--- src/rtl/snap_rx_pkg.sv ---
// Shared constants and helpers for the snapshot receiver slice.
// Holds the drop-counter geometry, default bus/FIFO sizes and the pointer-width helper.
package snap_rx_pkg;

  localparam int DROP_CNT_W = 8;
  localparam logic [DROP_CNT_W-1:0] DROP_CNT_MAX = 8'd255;

  localparam int DEF_WIDTH = 8;
  localparam int DEF_DEPTH = 4;

  function automatic int clog2(input int n);
    int r;
    r = 0;
    for (int i = 0; i < 32; i++) begin
      if ((1 << r) < n) r++;
    end
    return r;
  endfunction

endpackage

--- src/rtl/snap_fifo.sv ---
// Small register FIFO with simultaneous push/pop, full-bypass on pop and a drop strobe.
// Storage is register-based because every entry must clear on reset.
module snap_fifo
  import snap_rx_pkg::*;
#(
  parameter int WIDTH = DEF_WIDTH,
  parameter int DEPTH = DEF_DEPTH
) (
  input  logic             CLK,
  input  logic             RSTN,
  input  logic             push,
  input  logic [WIDTH-1:0] push_data,
  input  logic             pop,
  output logic [WIDTH-1:0] rd_data,
  output logic             valid,
  output logic             full,
  output logic             empty,
  output logic             drop
);

  localparam int AW = clog2(DEPTH);

  logic [AW:0]      wr_ptr;
  logic [AW:0]      rd_ptr;
  logic [WIDTH-1:0] mem [DEPTH];
  logic             do_pop;
  logic             do_push;

  assign empty = (wr_ptr == rd_ptr);
  assign full  = (wr_ptr[AW] != rd_ptr[AW]) && (wr_ptr[AW-1:0] == rd_ptr[AW-1:0]);
  assign valid = ~empty;

  // A pop frees the slot in the same edge, so a push while full still lands.
  assign do_pop  = pop & ~empty;
  assign do_push = push & (~full | do_pop);
  assign drop    = push & full & ~do_pop;

  assign rd_data = mem[rd_ptr[AW-1:0]];

  always_ff @(posedge CLK or negedge RSTN) begin
    if (!RSTN) begin
      wr_ptr <= '0;
      rd_ptr <= '0;
    end else begin
      if (do_push) wr_ptr <= wr_ptr + 1'b1;
      if (do_pop)  rd_ptr <= rd_ptr + 1'b1;
    end
  end

  generate
    for (genvar gi = 0; gi < DEPTH; gi++) begin : g_entry
      always_ff @(posedge CLK or negedge RSTN) begin
        if (!RSTN) begin
          mem[gi] <= '0;
        end else if (do_push && (wr_ptr[AW-1:0] == AW'(gi))) begin
          mem[gi] <= push_data;
        end
      end
    end
  endgenerate

endmodule

--- src/rtl/snap_rx.sv ---
// Snapshot receiver: turns each enabled change of a level-held bus into a queued event,
// counting (with saturation) the events lost while the queue is full.
module snap_rx
  import snap_rx_pkg::*;
#(
  parameter int WIDTH = DEF_WIDTH,
  parameter int DEPTH = DEF_DEPTH
) (
  input  logic                  CLK,
  input  logic                  RSTN,
  input  logic                  EN,
  input  logic [WIDTH-1:0]      DIN,
  output logic [WIDTH-1:0]      OUT_DATA,
  output logic                  OUT_VALID,
  input  logic                  OUT_READY,
  output logic                  FULL,
  output logic                  EMPTY,
  output logic [DROP_CNT_W-1:0] DROP_CNT
);

  logic [WIDTH-1:0]      d_q;
  logic [DROP_CNT_W-1:0] drop_cnt;
  logic                  change;
  logic                  drop;

  // The shadow tracks DIN even when disabled, so changes seen while EN=0 are absorbed.
  assign change = EN && (DIN != d_q);

  always_ff @(posedge CLK or negedge RSTN) begin
    if (!RSTN) begin
      d_q      <= '0;
      drop_cnt <= '0;
    end else begin
      d_q <= DIN;
      if (drop && (drop_cnt != DROP_CNT_MAX)) drop_cnt <= drop_cnt + 1'b1;
    end
  end

  snap_fifo #(
    .WIDTH(WIDTH),
    .DEPTH(DEPTH)
  ) u_fifo (
    .CLK      (CLK),
    .RSTN     (RSTN),
    .push     (change),
    .push_data(DIN),
    .pop      (OUT_READY),
    .rd_data  (OUT_DATA),
    .valid    (OUT_VALID),
    .full     (FULL),
    .empty    (EMPTY),
    .drop     (drop)
  );

  assign DROP_CNT = drop_cnt;

endmodule

--- config.mk ---
export PLATFORM = sky130hd
export DESIGN_NAME = snap_rx
export DESIGN_NICKNAME = d
export VERILOG_FILES = /design/src/rtl/snap_rx_pkg.sv /design/src/rtl/snap_fifo.sv /design/src/rtl/snap_rx.sv
export SDC_FILE = /design/constraint.sdc
export NUM_CORES = 1
export LEC_CHECK = 0
export CAP_MARGIN = 20
export CORE_MARGIN = 4
export CORE_UTILIZATION = 58
export DETAILED_ROUTE_END_ITERATION = 12
export PLACE_DENSITY = 0.87
export SYNTH_ARGS = -nofsm -noshare
export SYNTH_HDL_FRONTEND = slang
export SYNTH_SLANG_ARGS = --single-unit
--- constraint.sdc ---
create_clock -name CLK -period 4.1 [get_ports CLK]
set_input_delay 0.41 -clock CLK [delete_from_list [all_inputs] [get_ports CLK]]
set_output_delay 0.41 -clock CLK [all_outputs]
set_load 0.01 [all_outputs]
==> results of run 1 <==
[per-stage QoR]
step                area [um2]  total power, mW  hold slack (ns)  setup WS, ns   util
CTS                       2850             2.23            0.371          1.45  0.712
global route              2870             2.34           0.0432          1.36  0.717
finish                    2870             2.22           0.0281          1.49  0.717
floorplan                 2400             1.49            0.114          1.98      -
detailed placement        2740             1.87            0.488          1.48  0.684
global placement          2740             1.81            0.479          1.56  0.684
[area by class of cell]
class / count / area [um2]
clock buffers: 6 / 82.6
inverters: 4 / 15.0
multi-input cells: 101 / 1010
clock inverters: 1 / 30.0
fillers: 247 / 1130
well taps: 50 / 62.6
repair buffers: 31 / 315
flip-flops and latches: 54 / 1350
[Yosys cell counts (all sizes together), types with 2 or more instances]
master / count
nor2: 2
nand2: 4
mux2: 34
o21ai: 2
nor4: 3
xor2: 9
inv: 4
nand3: 8
xnor2: 13
nor3: 4
nand4: 4
ha: 6
buf: 3
mux4: 8
dfrtp: 54
[report_power, final]
part	internal (mW)	leakage (nW)	switching [mW]
Combinational	0.586	0.520	0.357
Sequential	0.744	0.651	0.174
Clock	0.195	0.0573	0.160
[registers in the layout (all words and copies together), names as in the netlist]
register       flops
DROP_CNT           8
u_fifo.mem        32
u_fifo.rd_ptr      3
u_fifo.wr_ptr      3
d_q                8
[per-layer routing]
layer,wire length [um],up-vias,track usage
li1,-,654,-
met1,1880,731,0.232
met2,2370,39,0.323
met3,186,8,0.0485
met4,70,0,0.0635
met5,0,-,0
[cells by family (layout without fill, tap and decap cells)]
kind of cell | after synthesis | in the layout | synth area share
multiplexers | 42 | 42 | 0.234
AO/OA/AOI/OAI | 4 | 4 | 0.0151
flip-flops | 54 | 54 | 0.562
XOR/XNOR | 22 | 22 | 0.0802
AND/OR/NAND/NOR | 27 | 27 | 0.0604
buffers and inverters | 8 | 42 | 0.0167
adder cells (fa/ha/maj) | 6 | 6 | 0.0312
[worst max path at each step]
stage | start | slack, ns | cells past startpoint | to
floorplan | u_fifo.rd_ptr[0] | 1.98 | 7 | DROP_CNT[1]
global placement | u_fifo.rd_ptr[0] | 1.56 | 4 | u_fifo.mem[25]
detailed placement | u_fifo.rd_ptr[0] | 1.48 | 4 | u_fifo.mem[24]
CTS | u_fifo.rd_ptr[0] | 1.45 | 4 | u_fifo.mem[9]
global route | u_fifo.rd_ptr[0] | 1.36 | 4 | u_fifo.mem[9]
finish | u_fifo.rd_ptr[0] | 1.49 | 4 | u_fifo.mem[9]
==> metrics.md, run 1 <==
| Metric | Value |
|---|---|
| Post-CTS Setup Repair Bufs | 0 |
| Register bit count reported by yosys | 54 |
| PortBufs | 30 |
| Worst reg2reg setup slack | 1.49 ns |
| Kind of start point of the critical path | flop |
| CTS tree | done |
| Pwr Density | a little under 800 nW/um2 |
| Top FF cell, synth | dfrtp_1 |
| Cells after DPL | roughly 240 |
| Syn nets | 181 |
| Setup TNS | 0 ns |
| Cell type with the largest total area after synthesis | dfrtp_1 |
| Total iterations of the first detailed-routing run | 5 |
| Synth-to-layout area growth | 19.4% |
| Max Cap Violations | 0 |
| Hold_buf cts | 0 |
| Share of the synthesized area in the top cell type | 0.562 |
| Via Count | 1432 |
| Vias in the first global route | 1520 |
| Num ports | 31 |
| Detail Route Antenna Nets | 0 |
| Sink Count | 54 |
| Worst min path class | primary input to asynchronous set/reset pin |
| Status | completed |
| Total Routing Usage GR | 0.188 |
| Share of layout cells above drive strength 1 | 0.269 |
| Final Wtd Congestion | 0.842 |
| Crit. End Element | flop |
| Slowest-stage cell, CP | dfrtp_1 |
| IR Drop Worst-Case VDD | 502 uV |
| Worst Reg2Reg Path Length in Cells | 4 |
| Die W | 72.4 um |
| Critical-path maximum fanout | 11 |
| Reg-to-reg startpoint | u_fifo.rd_ptr[0] |
| FMAX | between 300 and 400 MHz |
| Nets | 215 |
| First-pass GRT wire length | 7320 um |
| Worst r2r dst | u_fifo.mem[9] |
| Kind of critical path | flop to flop |
| Initial antenna violation count | 0 |
| Most common cell after layout, fill and taps aside | dfrtp_1 |
| Final Critical Period | 2.61 ns |
| CP bufs+invs | 0 |
| Final-report hold violation count | 0 |
| Cell area after synthesis | 2400 um2 |
| Crit-path cells | xor2_1, or4_1, nand3_1, mux2_2 |
| Max incr delay on CP | a little under 0.8 ns |
| Worst-margin pin slew | 0.655 ns |
| Max Transition Viols Final | 0 |
| Core ar. | around 4000 um2 |
| H-tree lvl count | 2 |
| Ys async rst share | 1.00 |
| Routed len/inst | 18.2 um |
| Skew-Pair Late Insertion Delay | around 0.30 ns |
| CTS Buf Count | 5 |
| Worst slew margin | 0.563 |
| Avg Cell Area, Syn | ~15 um2 |
| Worst path arrival time | 2.80 ns |
| Initial core utilization | 0.601 |
| Unique masters post-synth | 23 |
| DRT Wirelength | ~4500 um |
| Yosys warning total | 0 |
| Dpl hpwl | 3140 um |
| Cell Count, Final, Fillers Out | 247 |
| Leakage | 1.23 nW |
| Largest net degree at the start of global routing | 55 |
| Seq/Total Area, Yosys | 0.562 |
| CTS max path bufs | 2 |
| Die area | 5240 um2 |
| CP required | 4.28 ns |
| Clock root buffer | clkbuf_8 |
| Number of synthesized flops with an enable pin | 0 |
| Clock skew | 0.00532 ns |
| Drt first-iter violations | 57 |
| RSZ-0062 raised after global routing | false |
| Final routed DRC violation total | 0 |
| Ant diodes | 0 |
| Vias per inst | between 5 and 6 |
| Final setup vio count | 0 |
| Most frequent cells in the layout | dfrtp_1, mux2_2, clkdlybuf4s50_1, xnor2_1, xor2_1 |
| Reg clk slew, reported paths | roughly 0.09 ns |
| CTS resizes | 0 |
| Die Ht | 72.4 um |
| Rows | 23 |
| Crit-path leading delay family | simple AND/OR/NAND/NOR gates |
| Post-Syn Instances | 163 |
| Crit share post-route | 0.638 |
| Overflow after GRT | 0 |
| Area contributors post-synth | dfrtp_1, mux2_2, mux4_2 |
Power figures use the tool's default switching activity.
==> run 2: changes to the inputs <==
- CORE_UTILIZATION: 58 -> 54
- PLACE_DENSITY: 0.87 -> 0.82
- clock period: 4.1 -> 2.7 ns (I/O delays scaled with it)
==> run 2 against run 1 <==
Wire length fell by 1.6%. Largest cell class unchanged. Cell area up 0.92%. Setup slack lost 1.0 ns. Clock skew increased by 0.0017 ns. Sequential power increased by 45%. Register-to-register slack got worse by 0.92 ns. Via count grew 0.70%. Highest routed layer unchanged. Worst hold slack gained 0.37 ns. Sequential share of layout area is 0.43 points lower. Combinational power up 62%. Clock-buffer cell count up 1. Largest power group unchanged. Critical path type is now flop to output port. Power increased by 49%.
==> metrics.md, run 2 (synthesis results as in run 1) <==
| Metric | Value |
|---|---|
| Status | completed |
| Dpl hpwl | 3200 um (+1.9%) |
| Worst Setup Slack, final | 0.465 ns (-1.02 ns) |
| Sink Count | 54 (unchanged) |
| CTS tree | done |
| Crit. End Element | output port |
| Drt first-iter violations | 82 (+44%) |
| Clock root buffer | clkbuf_8 |
| Rows | 23 (unchanged) |
| Detail Route Antenna Nets | 0 (unchanged) |
| CTS Buf Count | 5 (unchanged) |
| FMAX | 447 MHz |
| Critical-path maximum fanout | 10 (-1) |
| Worst-margin pin slew | 0.433 ns (-0.222 ns) |
| RSZ-0062 raised after global routing | false |
| Worst reg2reg setup slack | 0.57 ns (-0.92 ns) |
| Register Area | 1350 um2 (unchanged) |
| PortBufs | 30 (unchanged) |
| Reg-to-reg startpoint | u_fifo.wr_ptr[0] |
| Leakage | 1.25 nW (+1.4%) |
| Core ar. | 4140 um2 (+3.6%) |
| Share of layout cells above drive strength 1 | 0.284 (+0.0153) |
| Setup crit start | u_fifo.rd_ptr[0] |
| Final setup vio count | 0 (unchanged) |
| Total Routing Usage GR | 0.184 (-0.00344) |
| Vias per inst | 5.68 (-2.1%) |
| First-pass GRT wire length | 7640 um (+4.3%) |
| Final routed DRC violation total | 0 (unchanged) |
| H-tree lvl count | 2 (unchanged) |
| Worst Reg2Reg Path Length in Cells | 5 (+1) |
| Total iterations of the first detailed-routing run | 4 (-1) |
| Largest net degree at the start of global routing | 55 (unchanged) |
| Skew-Pair Late Insertion Delay | 0.30 ns (about the same) |
| Final Wtd Congestion | 0.887 (+5.3%) |
| Worst hold margin | 0.395 ns (+0.367 ns) |
| Most common cell after layout, fill and taps aside | dfrtp_1 |
| Kind of critical path | flop to output port |
| Worst r2r dst | DROP_CNT[7] |
| Final Critical Period | 2.24 ns |
| IR Drop Worst-Case VDD | 600 uV (+20%) |
| CTS resizes | 0 (unchanged) |
| Routed len/inst | 17.4 um (-4.3%) |
| Nets | 221 (+2.8%) |
| CP required | 2.43 ns (-1.85 ns) |
| Max incr delay on CP | 0.54 ns (-0.23 ns) |
| Pre-CTS setup slack | 0.354 ns (-1.13 ns) |
| Number of flip-flops in the largest register | 32 (unchanged) |
| Worst min path class | primary input to asynchronous set/reset pin |
| Vias in the first global route | 1540 (+1.3%) |
| Post-CTS Setup Repair Bufs | 0 (unchanged) |
| Pwr Density | 1140 nW/um2 (+48%) |
| Kind of start point of the critical path | flop |
| Final-report hold violation count | 0 (unchanged) |
| Die Ht | 74.7 um (+3.2%) |
| Num ports | 31 (unchanged) |
| Die area | 5580 um2 (+6.6%) |
| # fillers | 291 (+18%) |
| Slowest-stage cell, CP | mux4_2 |
| Ant diodes | 0 (unchanged) |
| Hold_buf cts | 0 (unchanged) |
| Setup TNS | 0 ns (unchanged) |
| Worst path arrival time | 1.97 ns (-0.83 ns) |
| Worst slew margin | 0.709 (+0.146) |
| Tot Pwr | 3.31 mW (+49%) |
| Max Cap Violations | 0 (unchanged) |
| Synth-to-layout area growth | 20.5% |
| Die W | 74.7 um (+3.2%) |
| Area of the multi-input gates | 1010 um2 (unchanged) |
| Clock skew | 0.00699 ns (+0.00167 ns) |
| Max Transition Viols Final | 0 (unchanged) |
| Initial antenna violation count | 0 (unchanged) |
| DRT Wirelength | 4430 um (-1.6%) |
| Crit-path cells | buf_4, mux4_2, clkdlybuf4s50_1 |
| Crit share post-route | 0.828 |
| Initial core utilization | 0.580 (-0.0209) |
| Reg clk slew, reported paths | 0.09 ns (about the same) |
| Most frequent cells in the layout | dfrtp_1, mux2_2, clkdlybuf4s50_1, xnor2_1, xor2_1 |
| CTS max path bufs | 2 (unchanged) |
| Overflow after GRT | 0 (unchanged) |
| Top reg by flops | u_fifo.mem |
| Via Count | 1442 (+0.70%) |
[run 2: stage by stage]
stage          std cells  utilization  area (um2)
2_1_floorplan        163            -        2400
3_3_place_gp         244        0.669        2770
5_1_grt              254        0.699        2900
6_report             254        0.699        2900
4_1_cts              252        0.691        2870
3_5_place_dp         244        0.669        2770
[run 2: worst max path at each step]
stage                     slack (ns)             end  cells past startpoint
after floorplan                 0.58     DROP_CNT[1]                      7
after global placement          0.39  u_fifo.mem[17]                      7
after detailed placement        0.35  u_fifo.mem[17]                      7
after CTS                       0.42     OUT_DATA[4]                      3
after global routing            0.39     OUT_DATA[5]                      3
final                           0.46     OUT_DATA[6]                      3
[run 2: report_power, final]
group	leakage [nW]	switching, mW	internal [mW]
logic	0.546	0.604	0.924
registers	0.651	0.199	1.13
clock network	0.0482	0.245	0.207
total	1.25	1.05	2.26
[run 2: worst max-delay path: cells and delay by family, from the launching register on]
family | cells | cell delay (ns)
DFF | 1 | 0.38
buffers and inverters | 2 | 0.74
muxes | 1 | 0.54
[run 2: area by class of cell]
type | instances | area share
inverters | 4 | 0.00519
flip-flops and latches | 54 | 0.467
repair buffers | 37 | 0.125
clock buffers | 7 | 0.0298
well taps | 50 | 0.0216
clock inverters | 1 | 0.00173
multi-input cells | 101 | 0.350
[run 2: layer usage]
metal,global-route usage,wire (um),up-vias
li1,-,-,660
met1,0.249,1950,737
met2,0.296,2160,36
met3,0.0441,229,9
met4,0.0632,95,0
met5,0,0,-
